**src/rtl/mem_port_arbiter.sv**
```systemverilog
// Arbitrates the shared single-port memory between instruction fetch (IF) and load/store (D).
// D has priority; a starvation counter forces an IF win after STARVE_MAX lost contests.
module mem_port_arbiter #(
   parameter int unsigned ADDR_W     = 32,
   parameter int unsigned DATA_W     = 32,
   parameter int unsigned MEM_LAT    = 2,
   parameter int unsigned STARVE_MAX = 3
) (
   input  logic              clk,
   input  logic              reset,
   input  logic              if_req,
   input  logic [ADDR_W-1:0] if_addr,
   output logic              if_gnt,
   output logic              if_done,
   output logic [DATA_W-1:0] if_rdata,
   input  logic              d_req,
   input  logic              d_we,
   input  logic [ADDR_W-1:0] d_addr,
   input  logic [DATA_W-1:0] d_wdata,
   output logic              d_gnt,
   output logic              d_done,
   output logic [DATA_W-1:0] d_rdata,
   output logic              mem_en,
   output logic              mem_we,
   output logic [ADDR_W-1:0] mem_addr,
   output logic [DATA_W-1:0] mem_wdata,
   input  logic [DATA_W-1:0] mem_rdata
);

   localparam int unsigned       CNT_W      = 4;
   localparam logic [CNT_W-1:0] LAT_LOAD   = CNT_W'(MEM_LAT - 1);
   localparam logic [CNT_W-1:0] STARVE_LIM = CNT_W'(STARVE_MAX);

   typedef enum logic [1:0] {S_IDLE, S_ISSUE, S_WAIT, S_RESP} state_t;

   state_t            r_state,     w_state_nxt;
   logic              r_owner_d,   w_owner_d_nxt;
   logic              r_rd,        w_rd_nxt;
   logic [CNT_W-1:0]  r_starve,    w_starve_nxt;
   logic [CNT_W-1:0]  r_cnt,       w_cnt_nxt;
   logic              r_if_gnt,    w_if_gnt_nxt;
   logic              r_d_gnt,     w_d_gnt_nxt;
   logic              r_if_done,   w_if_done_nxt;
   logic              r_d_done,    w_d_done_nxt;
   logic              r_mem_en,    w_mem_en_nxt;
   logic              r_mem_we,    w_mem_we_nxt;
   logic [ADDR_W-1:0] r_mem_addr,  w_mem_addr_nxt;
   logic [DATA_W-1:0] r_mem_wdata, w_mem_wdata_nxt;
   logic [DATA_W-1:0] r_if_rdata,  w_if_rdata_nxt;
   logic [DATA_W-1:0] r_d_rdata,   w_d_rdata_nxt;
   logic              w_pick_d;

   // D wins unless contested while IF has already lost STARVE_MAX times in a row
   assign w_pick_d = d_req && (!if_req || (r_starve < STARVE_LIM));

   always_comb begin
      w_state_nxt     = r_state;
      w_owner_d_nxt   = r_owner_d;
      w_rd_nxt        = r_rd;
      w_starve_nxt    = r_starve;
      w_cnt_nxt       = r_cnt;
      w_if_gnt_nxt    = 1'b0;
      w_d_gnt_nxt     = 1'b0;
      w_if_done_nxt   = 1'b0;
      w_d_done_nxt    = 1'b0;
      w_mem_en_nxt    = 1'b0;
      w_mem_we_nxt    = 1'b0;
      w_mem_addr_nxt  = r_mem_addr;
      w_mem_wdata_nxt = r_mem_wdata;
      w_if_rdata_nxt  = r_if_rdata;
      w_d_rdata_nxt   = r_d_rdata;
      case (r_state)
         S_IDLE: begin
            if (if_req || d_req) begin
               w_state_nxt    = S_ISSUE;
               w_owner_d_nxt  = w_pick_d;
               w_rd_nxt       = w_pick_d ? !d_we : 1'b1;
               w_mem_addr_nxt = w_pick_d ? d_addr : if_addr;
               if (w_pick_d) w_mem_wdata_nxt = d_wdata;
               w_mem_we_nxt   = w_pick_d && d_we;
               w_mem_en_nxt   = 1'b1;
               w_d_gnt_nxt    = w_pick_d;
               w_if_gnt_nxt   = !w_pick_d;
               if (!w_pick_d)   w_starve_nxt = '0;
               else if (if_req) w_starve_nxt = r_starve + CNT_W'(1);
            end
         end
         S_ISSUE: begin
            w_cnt_nxt   = LAT_LOAD;
            w_state_nxt = (LAT_LOAD == '0) ? S_RESP : S_WAIT;
         end
         S_WAIT: begin
            w_cnt_nxt = r_cnt - CNT_W'(1);
            if (r_cnt <= CNT_W'(1)) w_state_nxt = S_RESP;
         end
         S_RESP: begin
            w_state_nxt = S_IDLE;
            if (r_owner_d) begin
               w_d_done_nxt = 1'b1;
               if (r_rd) w_d_rdata_nxt = mem_rdata;
            end else begin
               w_if_done_nxt  = 1'b1;
               w_if_rdata_nxt = mem_rdata;
            end
         end
         default: w_state_nxt = S_IDLE;
      endcase
   end

   always_ff @(posedge clk) begin
      if (!reset) begin
         r_state     <= S_IDLE;
         r_owner_d   <= 1'b0;
         r_rd        <= 1'b0;
         r_starve    <= '0;
         r_cnt       <= '0;
         r_if_gnt    <= 1'b0;
         r_d_gnt     <= 1'b0;
         r_if_done   <= 1'b0;
         r_d_done    <= 1'b0;
         r_mem_en    <= 1'b0;
         r_mem_we    <= 1'b0;
         r_mem_addr  <= '0;
         r_mem_wdata <= '0;
         r_if_rdata  <= '0;
         r_d_rdata   <= '0;
      end else begin
         r_state     <= w_state_nxt;
         r_owner_d   <= w_owner_d_nxt;
         r_rd        <= w_rd_nxt;
         r_starve    <= w_starve_nxt;
         r_cnt       <= w_cnt_nxt;
         r_if_gnt    <= w_if_gnt_nxt;
         r_d_gnt     <= w_d_gnt_nxt;
         r_if_done   <= w_if_done_nxt;
         r_d_done    <= w_d_done_nxt;
         r_mem_en    <= w_mem_en_nxt;
         r_mem_we    <= w_mem_we_nxt;
         r_mem_addr  <= w_mem_addr_nxt;
         r_mem_wdata <= w_mem_wdata_nxt;
         r_if_rdata  <= w_if_rdata_nxt;
         r_d_rdata   <= w_d_rdata_nxt;
      end
   end

   assign if_gnt    = r_if_gnt;
   assign d_gnt     = r_d_gnt;
   assign if_done   = r_if_done;
   assign d_done    = r_d_done;
   assign mem_en    = r_mem_en;
   assign mem_we    = r_mem_we;
   assign mem_addr  = r_mem_addr;
   assign mem_wdata = r_mem_wdata;
   assign if_rdata  = r_if_rdata;
   assign d_rdata   = r_d_rdata;

endmodule

```
**config.mk**
```make
export PLATFORM = sky130hd
export DESIGN_NAME = mem_port_arbiter
export DESIGN_NICKNAME = d
export VERILOG_FILES = /design/src/rtl/mem_port_arbiter.sv
export SDC_FILE = /design/constraint.sdc
export NUM_CORES = 1
export LEC_CHECK = 0
export ABC_AREA = 1
export BUFFER_PORTS_ARGS = -buffer_cell sky130_fd_sc_hd__buf_2
export CAP_MARGIN = 5
export CORE_MARGIN = 2
export CORE_UTILIZATION = 41
export CTS_CLUSTER_DIAMETER = 150
export DETAILED_ROUTE_END_ITERATION = 8
export MAX_ROUTING_LAYER = met4
export PLACE_DENSITY = 0.71
export SKIP_CTS_REPAIR_TIMING = 1
export SLEW_MARGIN = 20
export SYNTH_ARGS = -nofsm -noshare
export SYNTH_HDL_FRONTEND = slang
export SYNTH_SLANG_ARGS = --single-unit
```
**constraint.sdc**
```tcl
create_clock -name clk -period 2.5 [get_ports clk]
set_input_delay 0.125 -clock clk [delete_from_list [all_inputs] [get_ports clk]]
set_output_delay 0.125 -clock clk [all_outputs]
set_load 0.01 [all_outputs]
```
==> impl_metrics.ini, run 1 <==
[die]
core_area_mm2 = 0.0145
die_w_um = 125
dieArea_mm2 = 0.0157
die_y_um = 125
io_pins = 267
fp-row-count = 44
initial_core_util_pct = 41.7

[synthesis]
yosysUniqueCellTypes = 23
syn_avg_cell_area_um2 = 7.05
syn_inst = 857
ys_seq_area_share_pct = 48.4
synth-seq-cells = 146
synth.largest_area_cell = dfxtp_1
syn-num-nets = 997
synth_top_area_share_pct = 48.4
synthTopCellsByArea = dfxtp_1 48%, nor2_1 13%, o21ai_0 7.7%, inv_1 6.8%, nand2_1 6.8%
syn_area_mm2 = 0.00604
yosysWarnings = 0

[timing]
min_period_ns = 1.73
period_share_pct = 69.4
max_freq_mhz = 577
hold_viol = 2
slew_viol_final = 0
setup_viol = 0
slew_headroom_pct = 57.0
setup_tns_ns = 0
hold_ws_ns = -0.0280
tightest_slew_ns = 0.645
fin_ws_ns = 0.766
grt_setup_unrepaired = no
clock_skew_ns = 0.0115

[clock_tree]
worstSkewPairLatency_ns = 0.42
path_clk_slew_ns = 0.06
htree_num_levels = 4
clock_path_buffers = 2
clock-sinks = 146
cts_tree = built
numCtsBuffers = 17
clockRootBuffer = clkbuf_16

[job]
drv_cap = 0

[placed_design]
post-place-ws_ns = 0.752
portBuffers = 266
gp_congestion = 0.830
dp_hpwl_mm = 10.7
dpl.cell_count = 1264

[global_route]
track_usage_pct = 20.3
grt_util_met3_pct = 5.69
grtUsageMet2_pct = 32.3
grt_pass1_vias = 5476
grt-busiest-layer = met2
grt_max_degree = 68
antenna_found_initial = 1
grt_remaining_overflow = 0
use_met1_pct = 24.5
grt_pass1_wl_mm = 25.7

[worst_setup_path]
crit_arrival_ns = 2.05
endpoint_kind = flip-flop
required_ns = 2.81
r2r_slack_ns = 0.77
startpoint_type = flip-flop
critPathMaxFanout = 33
critPathKind = reg2reg

[finish]
nets = 1302
final_common_cell = buf_2
fillers = 1308
most-common-layout-cells = 265 x buf_2, 210 x nor2_1, 146 x dfxtp_1
syn2layout_area_growth_pct = 43.3
drive_above_1_share_pct = 26.6
layoutNonFillerInstCount = 1360
final_core_util_pct = 59.8

[detailed_routing]
first_pass_iters = 5
via_per_inst = 4.54
dr.first_iter.drc_count = 309
drcViolationCount = 0
ant_nets = 0
wl_mm = 16.9
wl_per_cell_um = 12.5
via_count = 6179

[min_path]
hold_path_class = in2reg

[power]
p_leak_nw = 4.55
power.density_mw_per_mm2 = 955
irDropWorstVdd_mv = 0.489

[outcome]
status = complete, but fails checks
violations = negative hold slack
-- cells in the mapped netlist --
cell type	count
nor2_1	211
dfxtp_1	146
inv_1	110
nand2_1	110
o21ai_0	93
a21oi_1	69
nand3_1	33
clkbuf_1	24
buf_2	20
o21ai_1	8
ha_1	7
buf_4	6
buf_6	5
nor3_1	4
and3_1	2
nand3_2	2
a211oi_1	1
a21boi_0	1
inv_2	1
mux2i_1	1
nand2_2	1
o21ai_2	1
xor2_1	1
-- kinds of logic (layout without fill, tap and decap cells) --
kind of cell,Yosys count,in the layout,synth area share (%)
buffers and inverters,166,484,11.7
adder cells (fa/ha/maj),7,7,1.45
AO/OA/AOI/OAI,173,173,14.5
multiplexers,1,1,0.166
XOR/XNOR,1,1,0.145
AND/OR/NAND/NOR,363,363,23.7
flip-flops,146,146,48.4
other,0,1,0
-- worst max-delay path, cell delays in order (launching register included) --
cell	delay, ns
dfxtp_1	0.38
ha_1	0.22
inv_1	0.06
nor2_2	0.39
inv_1	0.08
buf_4	0.27
nor2_1	0.16
nor2_1	0.06
-- per-stage QoR --
stage          power (mW)  instance area [um2]
6_report             8.27                 8660
5_1_grt              8.88                 8660
4_1_cts              8.25                 8030
3_5_place_dp         5.65                 7430
3_3_place_gp         5.62                 7430
2_1_floorplan        4.82                 6040
-- layout make-up --
type | instances | area (um2) | area share (%)
diodes | 1 | 2.50 | 0.0289
multi-input cells | 545 | 2410 | 27.9
well taps | 184 | 230 | 2.66
repair buffers | 341 | 2080 | 24.0
flip-flops and latches | 146 | 2920 | 33.8
clock inverters | 12 | 158 | 1.82
clock buffers | 20 | 437 | 5.04
inverters | 111 | 417 | 4.81
-- path summary, 6_finish.rpt --
| check | cells after the start | to | start |
|---|---|---|---|
| max | 7 | if_rdata[20] | r_state[1] |
| min | 3 | if_rdata[24] | mem_rdata[24] |
| max reg2reg | 7 | if_rdata[20] | r_state[1] |
| min reg2reg | 2 | d_rdata[1] | d_rdata[1] |
-- power breakdown --
group | internal, mW | switching [mW] | total [mW] | leakage [nW]
registers | 2.85 | 0.258 | 3.11 | 1.20
clock network | 1.57 | 0.987 | 2.56 | 0.281
logic | 1.03 | 1.57 | 2.60 | 3.08
total | 5.46 | 2.81 | 8.27 | 4.55
-- layer usage --
metal	vias to the layer above	wire length, um
li1	3267	-
met1	2667	7300
met2	216	8210
met3	29	1090
met4	0	349
met5	-	0
-- state kept, by name (all words and copies together), names as in the netlist --
signal	flops
r_starve	4
mem_wdata	32
if_done	1
d_done	1
mem_we	1
r_rd	1
mem_addr	32
d_gnt	1
d_rdata	32
if_rdata	32
r_cnt	4
if_gnt	1
r_state	2
mem_en	1
r_owner_d	1
(Power assumes the default switching activity.)
==> inputs of run 2 (changes only) <==
--- a/config.mk
+++ b/config.mk
@@ -5,7 +5,7 @@
 export SDC_FILE = /design/constraint.sdc
 export NUM_CORES = 1
 export LEC_CHECK = 0
-export ABC_AREA = 1
+export ABC_AREA = 0
 export BUFFER_PORTS_ARGS = -buffer_cell sky130_fd_sc_hd__buf_2
 export CAP_MARGIN = 5
 export CORE_MARGIN = 2
@@ -13,7 +13,7 @@
 export CTS_CLUSTER_DIAMETER = 150
 export DETAILED_ROUTE_END_ITERATION = 8
 export MAX_ROUTING_LAYER = met4
-export PLACE_DENSITY = 0.71
+export PLACE_DENSITY = 0.72
 export SKIP_CTS_REPAIR_TIMING = 1
 export SLEW_MARGIN = 20
 export SYNTH_ARGS = -nofsm -noshare
==> constraint.sdc (replaced) <==
create_clock -name clk -period 1.7 [get_ports clk]
set_input_delay 0.085 -clock clk [delete_from_list [all_inputs] [get_ports clk]]
set_output_delay 0.085 -clock clk [all_outputs]
set_load 0.01 [all_outputs]
==> impl_metrics.ini, run 2 <==
[outcome]
status = completed

[worst_setup_path]
required_ns = 2.03
endpoint_kind = flip-flop
reg2reg_depth = 6
crit_arrival_ns = 1.87
startpoint_type = flip-flop
r2r_slack_ns = 0.16
critPathMaxFanout = 36
critPathKind = reg2reg

[global_route]
grtUsageMet2_pct = 32.6
grt_remaining_overflow = 0
grt_pass1_wl_mm = 23.8
grt_max_degree = 66
track_usage_pct = 20.7
grt_pass1_vias = 4897
grt-busiest-layer = met2
use_met1_pct = 25.6
antenna_found_initial = 0
grt_util_met3_pct = 5.57

[finish]
fillers = 1021
most-common-layout-cells = 265 x buf_2, 230 x nand2_1, 146 x dfxtp_1
nets = 1196
final_core_util_pct = 68.6
drive_above_1_share_pct = 30.7
syn2layout_area_growth_pct = 62.0
final_common_cell = buf_2

[timing]
clock_skew_ns = 0.00486
period_share_pct = 90.7
min_period_ns = 1.54
tightest_slew_ns = 0.435
max_freq_mhz = 649
hold_viol = 0
slew_viol_final = 0
slew_headroom_pct = 71.0
hold_ws_ns = 0.0236
setup_viol = 0

[clock_tree]
worstSkewPairLatency_ns = 0.41
path_clk_slew_ns = 0.06
htree_num_levels = 4
cts_tree = built
clock_path_buffers = 2
numCtsBuffers = 17
clock-sinks = 146
clockRootBuffer = clkbuf_16

[synthesis]
yosysMostFrequentCell = nand2_1
synth_top_area_share_pct = 51.5
syn-num-nets = 821
synth.top_cells.by_count = 230 x nand2_1, 146 x dfxtp_1, 63 x a21boi_1, 42 x o21ai_0
yosysWarnings = 0
synth_edf_count = 0
synthTopCellsByArea = dfxtp_1 52%, nand2_1 15%, a21boi_1 8.3%, a31oi_1 3.7%, o21ai_0 3.7%
synth-seq-cells = 146
synth_flop_cell = dfxtp_1
syn_inst = 681
syn_area_mm2 = 0.00567
syn_avg_cell_area_um2 = 8.33
synthArstFlopShare_pct = 0
ys_seq_area_share_pct = 51.5
yosysUniqueCellTypes = 33
synth.largest_area_cell = dfxtp_1

[detailed_routing]
first_pass_iters = 5
dr.first_iter.drc_count = 424
drcViolationCount = 0
wl_per_cell_um = 14.7
via_count = 6196
wl_mm = 18.4
via_per_inst = 4.97
ant_nets = 0

[min_path]
hold_path_class = in2reg
hold_depth = 3

[die]
core_area_mm2 = 0.0134
initial_core_util_pct = 42.3
io_pins = 267
die_y_um = 122
die_w_um = 122
fp-row-count = 42
dieArea_mm2 = 0.0148

[job]
drv_cap = 0

[placed_design]
gp_congestion = 0.761
dp_hpwl_mm = 10.3
portBuffers = 266

[power]
irDropWorstVdd_mv = 0.838
power.density_mw_per_mm2 = 1270
p_leak_nw = 4.18
==> run 2: cell count changes after synthesis, moves of 10 or more <==
cell,before,now
clkbuf_1,24,34
o21ai_1,8,18
nand2_1,110,230
a21boi_1,0,63
a31oi_1,0,34
inv_1,110,6
a21oi_1,69,2
nor2_1,211,4
o21ai_0,93,42
==> run 2: worst paths after layout <==
path / startpoint / endpoint
worst max register to register: r_starve[0] / mem_addr[24]
worst min-delay path: if_req / r_starve[1]
worst max-delay path: r_starve[0] / mem_addr[24]
worst min register to register: mem_wdata[19] / mem_wdata[19]
==> run 2: cell families after synthesis <==
group	count (synthesis)	synth area share [%]
AOI/OAI and AO/OA	178	20.6
adders and majority gates	7	1.54
buffers and inverters	61	5.40
DFF	146	51.5
muxes	1	0.176
and+or+nand+nor	288	20.8
==> run 2: cell type report <==
class                           instances  area [um2]  area share, %
Sequential cell                       146        2920           31.8
Timing Repair Buffer                  411        2890           31.4
Clock inverter                         12         226           2.46
Multi-Input combinational cell        474        2450           26.7
Clock buffer                           20         457           4.97
Antenna cell                            1        2.50         0.0272
Inverter                                6        22.5          0.245
Tap cell                              176         220           2.40
==> run 2: per-layer routing <==
layer  vias up  wire (um)
met1      2873       7550
met3        39       1170
met2       255       9230
li1       3029          -
met5         -          0
met4         0        393
==> run 2: power breakdown <==
| group | internal, mW | switching [mW] |
|---|---|---|
| clock network | 2.84 | 1.45 |
| logic | 1.35 | 1.74 |
| registers | 3.99 | 0.305 |
| total | 8.18 | 3.50 |
==> run 2: critical path, stage by stage, from the launching register on <==
cell     delay [ns]
dfxtp_1        0.32
ha_1           0.22
o31ai_4        0.22
and2_1         0.21
buf_12         0.20
nand2_1        0.10
a31oi_1        0.19
==> run 2: per-stage QoR <==
stage	cells	TNS (ns)	instance area, um2	total power, mW	setup slack, ns
finish	1246	0	9190	11.7	0.159
global route	1245	-0.0125	9190	12.3	-0.0125
CTS	1115	0	7870	11.3	0.152
detailed placement	1083	0	7190	7.02	0.165
global placement	1083	0	7190	6.97	0.223
floorplan	681	0	5670	6.00	0.267
==> inputs of run 3 (changes only) <==
--- a/config.mk
+++ b/config.mk
@@ -12,6 +12,7 @@
 export CORE_UTILIZATION = 41
 export CTS_CLUSTER_DIAMETER = 150
 export DETAILED_ROUTE_END_ITERATION = 8
+export HOLD_SLACK_MARGIN = 0.03
 export MAX_ROUTING_LAYER = met4
 export PLACE_DENSITY = 0.72
 export SKIP_CTS_REPAIR_TIMING = 1
==> constraint.sdc (replaced) <==
create_clock -name clk -period 1.5 [get_ports clk]
set_input_delay 0.15 -clock clk [delete_from_list [all_inputs] [get_ports clk]]
set_output_delay 0.15 -clock clk [all_outputs]
set_load 0.01 [all_outputs]
==> impl_metrics.ini, run 3 (same netlist as run 2, synthesis figures left out) <==
[power]
p_total_mw = 13.0
p_leak_nw = 4.24
p_int_mw = 8.94
power.density_mw_per_mm2 = 1390
seqPwrFrac_pct = 37.5
p_switching_mw = 4.08
swShare_pct = 31.3
combPwrFrac_pct = 29.5
p_clk_share_pct = 33.0
irDropWorstVdd_mv = 0.912

[finish]
design_area_mm2 = 0.00937
final_common_cell = buf_2
final_core_util_pct = 69.9
nets = 1201
seq_area_mm2 = 0.00293
multi_input_area_mm2 = 0.00257
drive_above_1_share_pct = 33.4
syn2layout_area_growth_pct = 65.2
layoutNonFillerInstCount = 1250
num_antenna_cells = 0
fillers = 987
most-common-layout-cells = 265 x buf_2, 220 x nand2_1, 143 x dfxtp_1

[min_path]
hold_path_class = in2reg
hold_depth = 3
min_from = if_addr[0]
min_to = mem_addr[0]

[clock_tree]
clock-sinks = 146
numCtsBuffers = 17
clock_path_buffers = 2
htree_num_levels = 4
clockRootBuffer = clkbuf_16
cts_tree = built
path_clk_slew_ns = 0.06
worstSkewPairLatency_ns = 0.42

[die]
die_y_um = 122
io_pins = 267
core_area_mm2 = 0.0134
initial_core_util_pct = 42.3
fp-row-count = 42
dieArea_mm2 = 0.0148
die_w_um = 122

[worst_setup_path]
startpoint_type = flip-flop
r2r-start = r_starve[0]
endpoint_kind = flip-flop
reg2reg_depth = 6
r2r_slack_ns = -0.08
crit_arrival_ns = 1.91
critPathMaxFanout = 9
r2r-end = mem_addr[29]
required_ns = 1.83
critPathKind = reg2reg

[placed_design]
post-place-ws_ns = -0.0274
dpl-instance-area_mm2 = 0.00721
portBuffers = 266
gp_congestion = 0.799
dp_hpwl_mm = 10.5
dpl.cell_count = 1084

[timing]
slew_headroom_pct = 76.5
max_freq_mhz = 633
fin_ws_ns = -0.0795
tightest_slew_ns = 0.353
period_share_pct = 105
min_period_ns = 1.58
clock_skew_ns = 0.0157
hold_viol = 0
setup_viol = 9
slew_viol_final = 0
grt_setup_unrepaired = yes

[detailed_routing]
dr.first_iter.drc_count = 435
first_pass_iters = 7
via_per_inst = 5.09
wl_per_cell_um = 15.9
via_count = 6363
drcViolationCount = 0
wl_mm = 19.8
ant_nets = 0

[global_route]
grt_pass1_vias = 4934
grt_max_degree = 65
grt_remaining_overflow = 0
antenna_found_initial = 0
grt_pass1_wl_mm = 23.5
track_usage_pct = 20.6

[outcome]
violations = negative setup slack
status = complete, but fails checks

[job]
drv_cap = 0
==> run 3: cell type report <==
cell class	instances	share of cell area (%)
timing repair buffer	416	32.3
sequential	146	31.3
multi-input combinational	474	27.4
clock buffer	24	5.35
tap	176	2.35
clock inverter	8	1.05
inverter	6	0.240
==> run 3: per-layer routing <==
layer / global-route usage, % / wire (um) / up-vias
li1: - / - / 3041
met1: 25.0 / 7930 / 2956
met2: 33.4 / 9910 / 317
met3: 5.52 / 1330 / 49
met4: 7.04 / 658 / 0
met5: - / 0 / -
==> run 3: per-stage QoR <==
stage / hold WS [ns] / TNS [ns]
2_1_floorplan: 0.251 / 0
3_3_place_gp: 0.368 / 0
3_5_place_dp: 0.375 / -0.0283
4_1_cts: -0.0637 / -0.0951
5_1_grt: 0.0380 / -2.91
6_report: 0.00423 / -0.282
==> run 3: how the worst max path moves through the flow <==
stage	depth (start not counted)	slack [ns]	to	from
global route	6	-0.13	mem_addr[29]	r_starve[0]
detailed placement	6	-0.03	mem_addr[28]	r_starve[0]
CTS	6	-0.03	mem_addr[28]	r_starve[0]
global placement	6	0.04	mem_wdata[9]	r_starve[0]
floorplan	6	0.07	mem_wdata[22]	r_starve[0]
finish	6	-0.08	mem_addr[29]	r_starve[0]
==> run 3: power by group through the flow <==
stage / combinational [mW] / clock, mW / sequential (mW)
final: 3.84 / 4.30 / 4.89
after global routing: 4.16 / 4.54 / 4.95
after CTS: 3.14 / 4.36 / 4.85
after detailed placement: 3.13 / 0 / 4.91
after global placement: 3.07 / 0 / 4.91
after floorplan: 1.64 / 0 / 5.16
==> run 3: critical path, stage by stage, from the launching register on <==
cell and delay (ns):
dfxtp_4 0.35, ha_4 0.16, o31ai_4 0.22, and2_4 0.28, clkbuf_16 0.19, nand2_1 0.07
a31oi_1 0.21
